===== config.mk =====
export PLATFORM = sky130hd
export DESIGN_NAME = fifo_read_ctrl
export DESIGN_NICKNAME = d
export VERILOG_FILES = /design/src/rtl/fifo_read_pkg.sv /design/src/rtl/fifo_ptr.sv /design/src/rtl/fifo_read_ctrl.sv
export SDC_FILE = /design/constraint.sdc
export NUM_CORES = 1
export LEC_CHECK = 0
export CORE_UTILIZATION = 40
export DETAILED_ROUTE_END_ITERATION = 12
export GPL_ROUTABILITY_DRIVEN = 0
export PLACE_DENSITY = 0.67
export SYNTH_ARGS = -nofsm -noshare
export SYNTH_HDL_FRONTEND = slang
export SYNTH_SLANG_ARGS = --single-unit

===== constraint.sdc =====
create_clock -name clk -period 2.3 [get_ports clk]
set_input_delay 0.46 -clock clk [delete_from_list [all_inputs] [get_ports clk]]
set_output_delay 0.46 -clock clk [all_outputs]
set_load 0.01 [all_outputs]

===== src/rtl/fifo_read_pkg.sv =====
// Shared defaults and pointer/count types for the read-path FIFO controller.
package fifo_read_pkg;

    localparam int DEFAULT_ADDRBIT    = 5;
    localparam int DEFAULT_FIFO_DEPTH = 32;
    localparam int DEFAULT_DATA_WIDTH = 16;

    typedef logic [DEFAULT_ADDRBIT:0] ptr_t;
    typedef logic [DEFAULT_ADDRBIT:0] cnt_t;

endpackage


===== src/rtl/fifo_ptr.sv =====
// Wrapping ADDRBIT+1-bit pointer; the extra MSB distinguishes full from empty.
module fifo_ptr #(
    parameter int ADDRBIT = 5
) (
    input  logic             clk,
    input  logic             rst,
    input  logic             inc,
    output logic [ADDRBIT:0] ptr
);

    localparam logic [ADDRBIT:0] ONE = (ADDRBIT + 1)'(1);

    always_ff @(posedge clk or posedge rst) begin
        if (rst) begin
            ptr <= '0;
        end else if (inc) begin
            ptr <= ptr + ONE;
        end
    end

endmodule


===== src/rtl/fifo_read_ctrl.sv =====
// Pointer, occupancy and flag controller for the read-path FIFO memory.
module fifo_read_ctrl
    import fifo_read_pkg::*;
#(
    parameter int ADDRBIT      = DEFAULT_ADDRBIT,
    parameter int FIFO_DEPTH   = DEFAULT_FIFO_DEPTH,
    parameter int AFULL_THRESH = 28
) (
    input  logic               clk,
    input  logic               rst,
    input  logic               fifo_en,
    input  logic               write_en,
    input  logic               read_en,
    input  logic               clr_err,
    output logic [ADDRBIT-1:0] wraddr,
    output logic [ADDRBIT-1:0] rdaddr,
    output logic               fifofull,
    output logic               notempty,
    output logic               almost_full,
    output logic [ADDRBIT:0]   count,
    output logic               rd_valid,
    output logic               overflow,
    output logic               underflow
);

    localparam logic [ADDRBIT:0] DEPTH_C = (ADDRBIT + 1)'(FIFO_DEPTH);
    localparam logic [ADDRBIT:0] AFULL_C = (ADDRBIT + 1)'(AFULL_THRESH);
    localparam logic [ADDRBIT:0] ONE     = (ADDRBIT + 1)'(1);

    logic [ADDRBIT:0] wr_ptr;
    logic [ADDRBIT:0] rd_ptr;
    logic [ADDRBIT:0] count_next;
    logic             push_ok;
    logic             pop_ok;
    logic             ovf_set;
    logic             unf_set;

    // Handshake: a push is accepted when fifo_en & write_en and the FIFO is not
    // full; a pop when fifo_en & read_en and it is not empty. Rejected requests
    // leave pointers untouched and only raise the sticky error flags.
    assign push_ok = fifo_en & write_en & ~fifofull;
    assign pop_ok  = fifo_en & read_en & notempty;
    assign ovf_set = fifo_en & write_en & fifofull;
    assign unf_set = fifo_en & read_en & ~notempty;

    fifo_ptr #(.ADDRBIT(ADDRBIT)) u_wr_ptr (
        .clk (clk),
        .rst (rst),
        .inc (push_ok),
        .ptr (wr_ptr)
    );

    fifo_ptr #(.ADDRBIT(ADDRBIT)) u_rd_ptr (
        .clk (clk),
        .rst (rst),
        .inc (pop_ok),
        .ptr (rd_ptr)
    );

    assign wraddr = wr_ptr[ADDRBIT-1:0];
    assign rdaddr = rd_ptr[ADDRBIT-1:0];

    always_comb begin
        count_next = count;
        if (push_ok && !pop_ok) begin
            count_next = count + ONE;
        end else if (pop_ok && !push_ok) begin
            count_next = count - ONE;
        end
    end

    // Flags come from count_next so they settle on the same edge as count.
    always_ff @(posedge clk or posedge rst) begin
        if (rst) begin
            count       <= '0;
            fifofull    <= 1'b0;
            notempty    <= 1'b0;
            almost_full <= 1'b0;
            rd_valid    <= 1'b0;
            overflow    <= 1'b0;
            underflow   <= 1'b0;
        end else begin
            count       <= count_next;
            fifofull    <= (count_next == DEPTH_C);
            notempty    <= (count_next != '0);
            almost_full <= (count_next >= AFULL_C);
            rd_valid    <= pop_ok;
            overflow    <= ovf_set | (overflow & ~clr_err);
            underflow   <= unf_set | (underflow & ~clr_err);
        end
    end

endmodule


==> flow_metrics.tcl, run 1 <==
set metrics [dict create \
    yosysWarnings 0 \
    yosysSeqAreaShare 0.4883 \
    port_buffers 27 \
    cp.arrival_ps 2360 \
    fp.dieW_um 55.09 \
    yosysTopAreaCellShare 0.4883 \
    dieArea_sq_um 3034 \
    drt_iter0_drc 29 \
    critPathSlowestCell "clkdlybuf4s50_1" \
    crit_path_end_kind "flip-flop" \
    synth_largest_area_cell "dfrtp_1" \
    skew_ps 3.189 \
    grt_pass1_wl_um 4105 \
    synth.avg_cell_area_sq_um 10.54 \
    antenna_cells 0 \
    rr_startpoint "fifofull$_DFF_PP0_" \
    cts_tree "yes" \
    fmax_mhz 474.3 \
    core_sq_um 2567 \
    root_buffer "clkbuf_4" \
    status "completed" \
    wl_um 2521 \
    synth.distinct_cells 33 \
    path_cells "clkdlybuf4s50_1 > nand3b_4 > or3_4 > or4b_4 > a311oi_2 > and2_1" \
    clk_pin_slew_worst_paths_ps 110 \
    clockBufferDepth 2 \
    clock-sinks 22 \
    relSlewSlack 0.7770 \
    reg2reg_setup_slack_ps 360 \
    start_util 0.4391 \
    power_density_nw_per_um2 1182 \
    rsz0062_at_grt "false" \
    drive_gt1_frac 0.1867 \
    final_common_cell "clkdlybuf4s50_1" \
    wl_met1_um 1122 \
    area_growth_pct 38.07 \
    globalRouteOverflowTotal 0 \
    slowest_delay_ps 530 \
    drv_slew 0 \
    route.detailed.drc 0 \
    syn-num-nets 117 \
    crit_end "fifofull$_DFF_PP0_" \
    post-cts-setup-buffers 0 \
    vias_per_cell 5.389 \
    required_ps 2550 \
    grt_use_total 0.1932 \
    hpwl_um 1919 \
    grt_pass1_vias 912 \
    worstSkewPairLatency_ps 300 \
    wl_met3_um 163 \
    rows 18 \
    ios 28 \
    max-vdd-ir-drop_mv 0.7505 \
    power_leakage_nw 0.6843 \
    fin_crit_ps 2109 \
    cts_buffers 3 \
    setup_viol 0 \
    maxCapViolations 0 \
    r2r_cells 5 \
    final_cell_mix "clkdlybuf4s50_1 (27), dfrtp_1 (22), buf_4 (16)" \
    top_layer "met4" \
    hold_class "input pin to asynchronous set/reset pin" \
    syn_inst 107 \
    hold_buffers 0 \
    tightest_slew_ps 334.5 \
    finalCritPeriodShare 0.9168 \
    wl_met2_um 1177 \
    fp.dieH_um 55.09 \
    crit_type "input pin to flip-flop" \
    power.total_mw 1.840 \
    grt_antenna_before_repair 0 \
    synthTopCellsByArea "dfrtp_1 (49%), xnor2_1 (8.5%), nand2_1 (4.7%), ha_1 (4.4%), nand4_1 (2.8%)" \
    vias 970 \
    setup_ws_ps 191.5 \
    first_pass_iters 6 \
    cts_resized 0 \
    netlist_area_sq_um 1127 \
    wire_per_inst_um 14.01 \
    htreeDepth 1 \
    final_antenna_net_count 0 \
    cp_max_fo 2 \
    nets 162 \
    dp_worst_setup_slack_ps -127.5 \
    crit_start "fifo_en" \
    place_inst 177 \
    start_kind "input pin" \
    yosys_register_bits 22 \
    reg2reg_to "fifofull$_DFF_PP0_" \
    grt_start_max_net_pins 23 \
    hold_viol_final 0 \
    finalNonFillerCells 180 \
]
cell usage after synthesis:
master and number:
or4_2 1, and3b_2 1, xnor2_1 11, ha_1 4
nand2_1 14, nand3b_4 1, or3_4 1, and4b_1 1
nand4_1 5, buf_2 2, nor2_1 3, and2_2 1
a311oi_2 1, o22ai_1 2, nand2b_1 2, nand4b_1 1
nor3_1 1, inv_1 8, nand3_1 5, dfrtp_1 22
a211oi_1 1, or4b_4 1, a31o_2 1, o211ai_1 1
nor4_1 3, buf_6 1, a221oi_1 1, xor2_1 2
a41oi_1 1, o21ai_0 4, or2_2 1, nand3b_1 1
and2_1 2
registers in the layout, summed over array words and instances, names as in the netlist:
signal	flops
fifofull	1
u_wr_ptr.ptr	5
overflow	1
almost_full	1
u_rd_ptr.ptr	5
rd_valid	1
count	6
underflow	1
notempty	1
metrics by stage:
step | hold slack, ps | utilization | TNS (ps) | cell area [sq um]
final | 471.6 | 0.6062 | 0 | 1556
after global routing | 520.4 | 0.6062 | 0 | 1556
after CTS | 476.3 | 0.6062 | 0 | 1556
after detailed placement | 469.9 | 0.5975 | -316.2 | 1534
after global placement | 460.5 | 0.5975 | -263.3 | 1534
after floorplan | 449.2 | - | 0 | 1127
cell families (layout without fill, tap and decap cells):
group	after synthesis	in the layout	synth area share
flip-flops	22	22	0.4883
XOR/XNOR	13	13	0.1010
buffers and inverters	11	54	0.04551
AND/OR/NAND/NOR	45	45	0.2420
AO/OA/AOI/OAI	12	12	0.07881
adder cells (fa/ha/maj)	4	4	0.04440
per-layer routing:
metal,global-route usage,up-vias
li1,-,463
met3,0.02459,5
met1,0.2538,458
met5,0,-
met2,0.3032,44
met4,0.1125,0
final cells by class:
cell class / instances / area, sq um
fillers: 235 / 1011
flip-flops and latches: 22 / 550.5
multi-input cells: 74 / 525.5
repair buffers: 43 / 390.4
well taps: 30 / 37.54
inverters: 8 / 30.03
clock buffers: 3 / 22.52
power by group:
| part | internal [mW] | switching [mW] | leakage, nW | total, mW |
|---|---|---|---|---|
| logic | 0.538 | 0.414 | 0.398 | 0.952 |
| registers | 0.543 | 0.174 | 0.272 | 0.717 |
| clock network | 0.0612 | 0.110 | 0.0138 | 0.171 |
worst max-delay path: cells and delay by family:
kind / cells / cell delay, ps
AOI/OAI and AO/OA: 1 / 270
and+or+nand+nor: 4 / 1110
buffers and inverters: 1 / 530
worst min path at each step:
stage | startpoint | end | slack [ps] | cells past startpoint
floorplan | rst | almost_full$_DFF_PP0_ | 450 | 1
global placement | u_rd_ptr.ptr[4]$_DFFE_PP0P_ | u_rd_ptr.ptr[4]$_DFFE_PP0P_ | 460 | 1
detailed placement | u_wr_ptr.ptr[4]$_DFFE_PP0P_ | u_wr_ptr.ptr[4]$_DFFE_PP0P_ | 470 | 1
CTS | rst | overflow$_DFF_PP0_ | 480 | 3
global route | u_wr_ptr.ptr[4]$_DFFE_PP0P_ | u_wr_ptr.ptr[4]$_DFFE_PP0P_ | 520 | 1
finish | rst | underflow$_DFF_PP0_ | 470 | 3
No activity file was read; power rests on OpenSTA's default activity.
==> run 2: changes to the inputs <==
CORE_UTILIZATION = 35   (was 40)
PLACE_DENSITY = 0.6   (was 0.67)
clock period = 2.05 ns   (was 2.3 ns; I/O delays follow)
==> run 2 against run 1 <==
Effect of this change:
- routed wire length down 5.1%
- via count fell by 2.4%
- register-to-register slack worse by 240 ps
- power up 17%
- count of clock-buffer cells in the layout up 1
- final area rose by 4.2%
- combinational power increased by 16%
- sequential share of layout area down 1.4 points
- global-route usage shrank 3.7 points
- critical path depth unchanged
- critical endpoint unchanged
==> flow_metrics.tcl, run 2 (synthesis gave the netlist of run 1 again) <==
set metrics [dict create \
    status "completed" \
    busiest_layer "met2" \
    start_kind "input pin" \
    route.detailed.drc 0 \
    rsz0062_at_grt "false" \
    first_pass_iters 4 \
    required_ps 2320 \
    hold_viol_final 0 \
    tightest_slew_ps 361.4 \
    hold_buffers 0 \
    final_antenna_net_count 0 \
    met2_usage 0.2468 \
    area_growth_pct 43.84 \
    crit_path_end_kind "flip-flop" \
    clk_pin_slew_worst_paths_ps 130 \
    cp_max_fo 2 \
    nets 165 \
    fp.dieW_um 58.76 \
    vias 947 \
    finalNonFillerCells 198 \
    fp.dieH_um 58.76 \
    worstSkewPairLatency_ps 320 \
    seq_power_share 0.370 \
    internal-power_mw 1.353 \
    hpwl_um 1794 \
    stdcell_area_sq_um 1622 \
    worst-path-buf-inv 1 \
    final_cell_mix "clkdlybuf4s50_1 (25), dfrtp_1 (22), buf_4 (19)" \
    clockBufferDepth 2 \
    finalCritPeriodShare 0.9599 \
    switching_share 0.3695 \
    crit_type "input pin to flip-flop" \
    net-switching-power_uw 793.2 \
    power.total_mw 2.147 \
    critPathSlowestCell "or4b_4" \
    fillers 308 \
    antenna_cells 0 \
    hold_class "input pin to asynchronous set/reset pin" \
    regMostFlops "count" \
    path_cells "clkdlybuf4s50_1 > and2_1 > or3_4 > or4b_4 > a311oi_2 > and2_1" \
    cts_buffers 3 \
    vias_per_cell 4.783 \
    slowest_delay_ps 480 \
    multiInputGateArea_sq_um 531.8 \
    grt_use_total 0.1562 \
    globalRouteMet1Util 0.1980 \
    maxCapViolations 0 \
    critPathMostFrequentCell "and2_1" \
    wire_per_inst_um 12.08 \
    grt_antenna_before_repair 0 \
    reg2reg_setup_slack_ps 120 \
    power_leakage_nw 0.7256 \
    final_common_cell "clkdlybuf4s50_1" \
    globalRouteOverflowTotal 0 \
    r2r_cells 5 \
    cts_tree "yes" \
    cp.arrival_ps 2230 \
    htreeDepth 1 \
    rows 20 \
    reg.largest.list "count x6, u_rd_ptr.ptr x5, u_wr_ptr.ptr x5" \
    max-vdd-ir-drop_mv 0.5415 \
    port_buffers 27 \
    core_sq_um 3053 \
    setup_viol 0 \
    drv_slew 0 \
    root_buffer "clkbuf_4" \
    finish.utilization 0.5311 \
    ios 28 \
    register_area_sq_um 550.5 \
    grt_pass1_vias 927 \
    combPwrFrac 0.514 \
    critical-path-top-delay-family "simple AND/OR/NAND/NOR gates" \
    wl_um 2392 \
    dieArea_sq_um 3452 \
    reg2reg_to "fifofull$_DFF_PP0_" \
    fin_crit_ps 1968 \
    fmax_mhz 508.2 \
    relSlewSlack 0.7573 \
    hold_ws_ps 411.7 \
    skew_ps 6.020 \
    grtUsageMet3 0.03077 \
    start_util 0.3693 \
    largest_reg_flops 6 \
    drt_iter0_drc 43 \
    clkPwrFrac 0.116 \
    power_density_nw_per_um2 1324 \
    clock-sinks 22 \
    setup-tns-final_ps 0 \
    grt_pass1_wl_um 4064 \
    grt_start_max_net_pins 23 \
    place_inst 194 \
    placed_cell_area_sq_um 1574 \
    rr_startpoint "fifofull$_DFF_PP0_" \
    setup_ws_ps 82.29 \
    crit_start "read_en" \
    dp_worst_setup_slack_ps -321.4 \
    drive_gt1_frac 0.2143 \
]
-- run 2: metal layers --
| layer | wire length (um) | share of wire |
|---|---|---|
| met5 | 0 | 0 |
| met4 | 63 | 0.026 |
| met3 | 91 | 0.038 |
| met2 | 1139 | 0.48 |
| met1 | 1097 | 0.46 |
-- run 2: worst max path at each step --
stage / to / cells after the start
2_1_floorplan: fifofull$_DFF_PP0_ / 6
3_3_place_gp: fifofull$_DFF_PP0_ / 6
3_5_place_dp: fifofull$_DFF_PP0_ / 6
4_1_cts: fifofull$_DFF_PP0_ / 6
5_1_grt: fifofull$_DFF_PP0_ / 6
6_report: fifofull$_DFF_PP0_ / 6
-- run 2: tightest hold or removal path: cells and delay by family --
| kind | cells | cell delay [ps] |
|---|---|---|
| buffers and inverters | 3 | 710 |
-- run 2: layout make-up --
class | instances | area share
Tap cell | 44 | 0.03395
Sequential cell | 22 | 0.3395
Clock buffer | 4 | 0.02238
Inverter | 8 | 0.01852
Multi-Input combinational cell | 74 | 0.3279
Timing Repair Buffer | 46 | 0.2577
-- run 2: timing repair --
item | CTS | global route
buffers inserted | 0 | 0
endpoints found under the setup margin | 0 | 2
gates resized for setup | 0 | 3
hold endpoints to repair | 0 | 0
-- run 2: power groups by stage --
| stage | registers, mW | logic [mW] | clock network, mW |
|---|---|---|---|
| 5_1_grt | 0.825 | 1.20 | 0.275 |
| 3_3_place_gp | 0.801 | 1.07 | 0 |
| 2_1_floorplan | 0.871 | 0.454 | 0 |
| 6_report | 0.795 | 1.10 | 0.249 |
| 4_1_cts | 0.798 | 1.10 | 0.252 |
| 3_5_place_dp | 0.806 | 1.09 | 0 |
